$ cat config.mk
export PLATFORM = sky130hd
export DESIGN_NAME = uart_tx_frame
export DESIGN_NICKNAME = d
export VERILOG_FILES = /design/src/rtl/uart_tx_frame.sv
export SDC_FILE = /design/constraint.sdc
export NUM_CORES = 1
export LEC_CHECK = 0
export BUFFER_PORTS_ARGS = -buffer_cell sky130_fd_sc_hd__buf_4
export CAP_MARGIN = 0
export CORE_AREA = 3 3 80 75
export CTS_CLUSTER_DIAMETER = 100
export DETAILED_ROUTE_END_ITERATION = 8
export DIE_AREA = 0 0 83 78
export PLACE_DENSITY = 0.45
export SYNTH_ARGS = -nofsm -noshare
export SYNTH_HDL_FRONTEND = slang
export SYNTH_SLANG_ARGS = --single-unit
$ cat constraint.sdc
create_clock -name clk -period 2.4 [get_ports clk]
set_input_delay 0.48 -clock clk [delete_from_list [all_inputs] [get_ports clk]]
set_output_delay 0.48 -clock clk [all_outputs]
set_load 0.02 [all_outputs]
$ cat src/rtl/uart_tx_frame.sv
// uart_tx_frame: buffer-fed UART transmitter with configurable data/stop bits and baud divisor
// Ports:
//   clk             - system clock, rising edge
//   SYS_reset       - synchronous active-high reset
//   buffer_empty    - TX buffer has no data (looked at only while idle)
//   data_in         - payload, captured in LOAD when data_valid is high
//   data_valid      - buffer read data valid, one cycle after data_requesting
//   data_requesting - one-cycle buffer read strobe
//   tx              - registered serial line, idles high
//   txDone          - pulse in the last cycle of the stop period
//   busy            - high whenever the transmitter is not idle
// Define UART_TX_PARITY_EN to add a parity bit (sense set by PARITY_ODD).
module uart_tx_frame #(
    parameter int CLOCK_RATE = 50_000_000,
    parameter int BAUD_RATE  = 115_200,
    parameter int DATA_BITS  = 8,
    parameter int STOP_BITS  = 1,
    parameter int PARITY_ODD = 0
) (
    input  logic                 clk,
    input  logic                 SYS_reset,
    input  logic                 buffer_empty,
    input  logic [DATA_BITS-1:0] data_in,
    input  logic                 data_valid,
    output logic                 data_requesting,
    output logic                 tx,
    output logic                 txDone,
    output logic                 busy
);
    localparam int DIV = CLOCK_RATE / BAUD_RATE;
    localparam int CW  = $clog2(DIV);

    if (DIV < 2 || DATA_BITS < 5 || DATA_BITS > 8 || STOP_BITS < 1 || STOP_BITS > 2 ||
        PARITY_ODD < 0 || PARITY_ODD > 1) begin : g_bad_cfg
        $error("uart_tx_frame: illegal parameter set");
    end

    // Every state after LOAD is a timed line bit.
    typedef enum logic [2:0] {
        IDLE, REQ, LOAD, START, DATA, STOP
`ifdef UART_TX_PARITY_EN
        , PARITY
`endif
    } state_t;

    state_t          state, state_d;
    logic [CW-1:0]   baud_cnt;
    logic [2:0]      bit_cnt;
    logic [DATA_BITS-1:0] shreg;
    logic            last_baud, last_bit, last_stop, bit_step, tail_bit, tx_d;

    always_comb begin
        last_baud = baud_cnt == CW'(DIV - 1);
        last_bit  = bit_cnt == 3'(DATA_BITS - 1);
        last_stop = bit_cnt == 3'(STOP_BITS - 1);
        bit_step  = (state == DATA || state == STOP) && last_baud;
`ifdef UART_TX_PARITY_EN
        // The shift register rotates, so its XOR is the payload parity at any point.
        tail_bit  = ^shreg ^ PARITY_ODD[0];
`else
        tail_bit  = 1'b1;
`endif
        // The next line value is registered on the final cycle of the current bit.
        tx_d = state == LOAD ? !data_valid :
               !last_baud    ? tx :
               state == START ? shreg[0] :
               state == DATA  ? (last_bit ? tail_bit : shreg[1]) : 1'b1;
    end

    always_ff @(posedge clk) begin
        state <= SYS_reset ? IDLE : state_d;
    end

    always_comb begin
        state_d = state;
        case (state)
            IDLE:   state_d = buffer_empty ? IDLE : REQ;
            REQ:    state_d = LOAD;
            LOAD:   state_d = data_valid ? START : IDLE;
            START:  state_d = last_baud ? DATA : START;
`ifdef UART_TX_PARITY_EN
            DATA:   state_d = last_baud && last_bit ? PARITY : DATA;
            PARITY: state_d = last_baud ? STOP : PARITY;
`else
            DATA:   state_d = last_baud && last_bit ? STOP : DATA;
`endif
            STOP:   state_d = last_baud && last_stop ? IDLE : STOP;
            default: state_d = IDLE;
        endcase
    end

    always_comb begin
        data_requesting = state == REQ;
        busy            = state != IDLE;
        txDone          = state == STOP && last_baud && last_stop;
    end

    always_ff @(posedge clk) begin
        if (SYS_reset) begin
            tx       <= 1'b1;
            baud_cnt <= '0;
            bit_cnt  <= '0;
            shreg    <= '0;
        end else begin
            tx       <= tx_d;
            baud_cnt <= state > LOAD && !last_baud ? baud_cnt + 1'b1 : '0;
            bit_cnt  <= !bit_step ? bit_cnt :
                        (state == DATA ? last_bit : last_stop) ? 3'd0 : bit_cnt + 3'd1;
            shreg    <= state == LOAD && data_valid ? data_in :
                        state == DATA && last_baud ? {shreg[0], shreg[DATA_BITS-1:1]} : shreg;
        end
    end
endmodule

**Yosys cells after proc, flatten, opt, wreduce, memory -nomap -nowiden**

Index checks and enable logic that the tools add are counted.

- Add/subtract/negate cells: 2
- $mul: 0
- Div/mod/pow operators: 0
- $lt $le $gt $ge: 1
- Eq/ne operators: 7
- Shift operators: 0
- Muxes and demuxes: 15
- Bitwise operators: 1
- Reductions and logical operators: 17

Operator list:

| kind | number |
|---|---|
| one-hot mux 3 bit (6 select lines) | 1 |
| 2-to-1 mux 8 bit | 2 |
| adder 9 x 1 -> 9 bit (second input constant) | 1 |
| equality test 3 bit (second input constant) | 3 |
| equality test 9 bit (second input constant) | 1 |
| 2-to-1 mux 3 bit | 3 |
| logical AND 1 bit | 8 |
| 2-to-1 mux 1 bit | 8 |
| equality test 3 x 2 -> 1 bit (second input constant) | 2 |
| logical NOT 3 bit | 2 |
| nonzero test 2 bit | 2 |
| adder 3 x 1 -> 3 bit (second input constant) | 1 |
| equality test 3 x 1 -> 1 bit (second input constant) | 1 |
| > comparator 3 x 2 -> 1 bit (second input constant) | 1 |
| nonzero test 3 bit | 1 |
| logical NOT 1 bit | 2 |
| 2-to-1 mux 2 bit | 1 |
| OR reduction 2 bit | 1 |
| logical OR 1 bit | 1 |
| NOT 1 bit | 1 |

- Register bits after elaboration: 24
- Bits in latches: 0
- Memory bits (writable): 0
- Bits in read-only memories: 0
- Input bits: 12
- Output and inout port bits: 4
- Word-level logic and storage cells: 48
- Memories kept: 0

**Longest topological paths before layout**

- Depth after elaboration: 6
- Gate-level depth with buffers: 8
- Gate-level depth less buffers: 6

**Worst setup path before layout**

OpenSTA, ideal clock, no wires.

- Path type: register to output
- Start point: reg baud_cnt[0]
- End point: out txDone
- Arrival: 1336 ps
- Setup slack: 584 ps
- Stages on the path, launching flop included: 6
- Buffers on the path: 1
- Cells stage by stage: dfxtp_1 > ha_1 > and4bb_2 > and2_4 > buf_6 > and4_2

- Word-level cells in the longest chain between the ends: 3

RTL lines:

| item | line | text |
|---|---|---|
| start: declaration | 47 | `logic [CW-1:0] baud_cnt;` |
| start signal: assignment | 106 | `baud_cnt <= state > LOAD && !last_baud ? baud_cnt + 1'b1 : '0;` |
| equality test 9 bit | 53 | `last_baud = baud_cnt == CW'(DIV - 1);` |
| logical AND 1 bit (2 in series) | 95 | `txDone = state == STOP && last_baud && last_stop;` |
| end: declaration | 27 | `output logic txDone,` |

Every way passes these cells.

**Final worst setup path**

Ends and elaborated chain as after synthesis.

==> impl_results.md <==
- Logic pwr share: 0.087
- DR WL/cell: 11.5 um
- Hold WC Path Type: flip-flop to flip-flop
- Post-DP Area: 1450 um^2
- RR Endpoint: shreg[0]
- Number of nets with antenna violations after routing: 0
- Worst Hold End: bit_cnt[1]
- Number of DRC markers in iteration 0: 71
- Fin Setup TNS: 0 ns
- Leakage: 0.000597 uW
- Syn Area/Cell: 8.94 um^2
- Mux contribution to synthesized area: 0.123
- Sw Ratio: 0.208
- Clock tree root driver cell: clkbuf_8
- Setup crit end kind: output pin
- Simple-gate share of the synthesized area: 0.239
- Ys Warns: 0
- Final wirelength: 2.58 mm
- Layout cells sized above 1: 0.217
- Post-synth net total: 161
- Most frequent cells in the layout: 24 x dfxtp_1, 22 x nor2_1, 18 x buf_4
- Worst rel slew slack: 0.628
- Final Skew: 0.00225 ns
- Seq pwr share: 0.494
- Vias in the first global route: 983
- Top cells by area, synth: dfxtp_1 37%, nor2_1 6.4%, mux2i_1 6.2%
- Most common cell after layout, fill and taps aside: dfxtp_1
- Crit path max fanout: 8
- Initial Util: 0.248
- Via count: 992
- Synthesized area: 1290 um^2
- Maximum VDD drop: 0.224 mV
- Slew Limit Fails: 0
- Clk_lat worst skew: 0.26 ns
- Die Span Y: 78 um
- Share of the clock period used by the worst path: 0.909
- Clk pin slew, worst setup/hold paths: 0.09 ns
- Startpoint Class: flip-flop
- Top-level I/O count: 16
- Htree depth: 1
- Layout Nets: 175
- Setup-failing EPs final: 0
- Detailed placement HPWL: 1.98 mm
- Sequential area share after synthesis: 0.373
- Synth cell types: 37
- Clk pwr share: 0.419
- Synth top area share: 0.373
- PostCTS Resize Cnt: 0
- Die area: 6470 um^2
- Core area: 5190 um^2
- CP arrival: 1.70 ns
- Max Cap Viol: 0
- Worst Tran Pin Value: 0.557 ns
- PD cells: 553 nW/um^2
- Row cnt: 25
- Reg2Reg Depth: 5
- First-pass GRT wire length: 4.47 mm
- NetSw: 174 uW
- Status: finished, final reports clean
- Port-buffer cells: 15
- Clk sink count: 24
- Drc violations: 0
- Fmax: 0.458 GHz
- Post-CTS setup buffer count: 0
- GP Congestion: 0.788
- Synth Area in Adders: 0.0486
- Int Pwr: 665 uW
- Startpoint of the worst register-to-register path: state[2]
- Ys async rst share: 0
- Max Root-Sink Buffers: 2
- Mapped Cells: 144
- ANT cells: 0
- EDFF count, synth: 0
- Initial antenna violation count: 0
- Hold_sp: bit_cnt[1]
- Die Wd: 83 um
- Syn-to-layout area delta: 17.8%
- RSZ-0062 raised after global routing: no
- Post-synthesis register bit count: 24
- CTS Buf Count: 3
- Flop2flop setup slack: 0.56 ns
- DRT Pass-1 Iters: 4
- Setup Crit Path Kind: flip-flop to output pin
- Pin count of the biggest net entering global routing: 19
- Grt total ovfl: 0
- Via density: 4.43
- Compound-gate portion of the synthesized area: 0.0952
- Final hold slack: 0.481 ns
- Cell taking the most area after synthesis: dfxtp_1
- Fillers: 573
- Xor-xnor portion of the synthesized cell area: 0.0476
- CTS tree: yes
- Post-CTS Hold Buffers: 0
- Gr usage total: 0.0838
- Main combinational cell family by area after synthesis: simple AND/OR/NAND/NOR gates
- Worst Path Required: 1.92 ns
- Min Tclk post-route: 2.18 ns
- Hold-critical path depth: 2
- Fin. Hold Viols: 0
- Cell area after layout: 1520 um^2
- Ys flop type: dfxtp_1
==> cell type report <==
cell class / instances / area, um^2 / share of cell area
Multi-Input combinational cell: 104 / 719 / 0.474
Sequential cell: 24 / 480 / 0.317
Timing Repair Buffer: 18 / 135 / 0.0891
Tap cell: 67 / 83.8 / 0.0553
Clock buffer: 3 / 41.3 / 0.0272
Clock inverter: 1 / 30.0 / 0.0198
Inverter: 7 / 26.3 / 0.0173
==> cells by family (layout without fill, tap and decap cells) <==
family / Yosys count / in the layout
buf+inv: 16 / 29
fa+ha+maj: 5 / 5
mux: 15 / 15
compound gates: 18 / 18
flops: 24 / 24
simple gates: 59 / 59
xor+xnor: 7 / 7
==> metrics by stage <==
| step | instances | setup slack, ns | util | total power (uW) |
|---|---|---|---|---|
| 5_1_grt | 224 | 0.0942 | 0.292 | 885 |
| 4_1_cts | 224 | 0.193 | 0.292 | 856 |
| 3_3_place_gp | 220 | 0.525 | 0.278 | 496 |
| 3_5_place_dp | 220 | 0.489 | 0.278 | 498 |
| 6_report | 224 | 0.218 | 0.292 | 839 |
| 2_1_floorplan | 144 | 0.584 | - | 467 |
==> flip-flops by register name (all words and copies together), names as in the netlist <==
register,count
bit_cnt,3
state,3
baud_cnt,9
tx,1
shreg,8
==> cells in the mapped netlist, types with 3 or more instances <==
master / n
a21oi_1: 6
buf_4: 3
buf_6: 3
dfxtp_1: 24
ha_1: 5
inv_1: 7
mux2_2: 7
mux2i_1: 8
nand2_1: 7
nand3_1: 8
nand3b_1: 3
nor2_1: 22
nor2b_1: 5
nor3_1: 3
xnor2_1: 6
==> metal layers <==
metal | global-route usage | share of wire
met5 | 0 | 0
met4 | 0.0343 | 0.0097
met3 | 0.0265 | 0.038
met2 | 0.141 | 0.49
met1 | 0.0984 | 0.46
==> power by group through the flow <==
| stage | registers, uW | logic [uW] | clock network, uW |
|---|---|---|---|
| floorplan | 417 | 50.1 | 0 |
| global placement | 423 | 73.1 | 0 |
| detailed placement | 423 | 74.2 | 0 |
| CTS | 414 | 74.3 | 367 |
| global route | 416 | 80.4 | 388 |
| finish | 414 | 72.9 | 352 |
==> how the worst max path moves through the flow <==
stage / start / end / slack (ns) / cells after the start
after floorplan: baud_cnt[0] / txDone / 0.58 / 5
after global placement: baud_cnt[0] / txDone / 0.52 / 5
after detailed placement: baud_cnt[0] / txDone / 0.49 / 5
after CTS: baud_cnt[0] / txDone / 0.19 / 5
after global routing: baud_cnt[0] / txDone / 0.09 / 5
final: baud_cnt[0] / txDone / 0.22 / 5
==> worst max-delay path, stage by stage, from the launching register on <==
cell      delay (ns)
dfxtp_1         0.40
ha_1            0.16
and4bb_2        0.30
and2_4          0.21
and4_2          0.22
buf_4           0.13
Note: power is estimated with default switching activity, not from simulation.
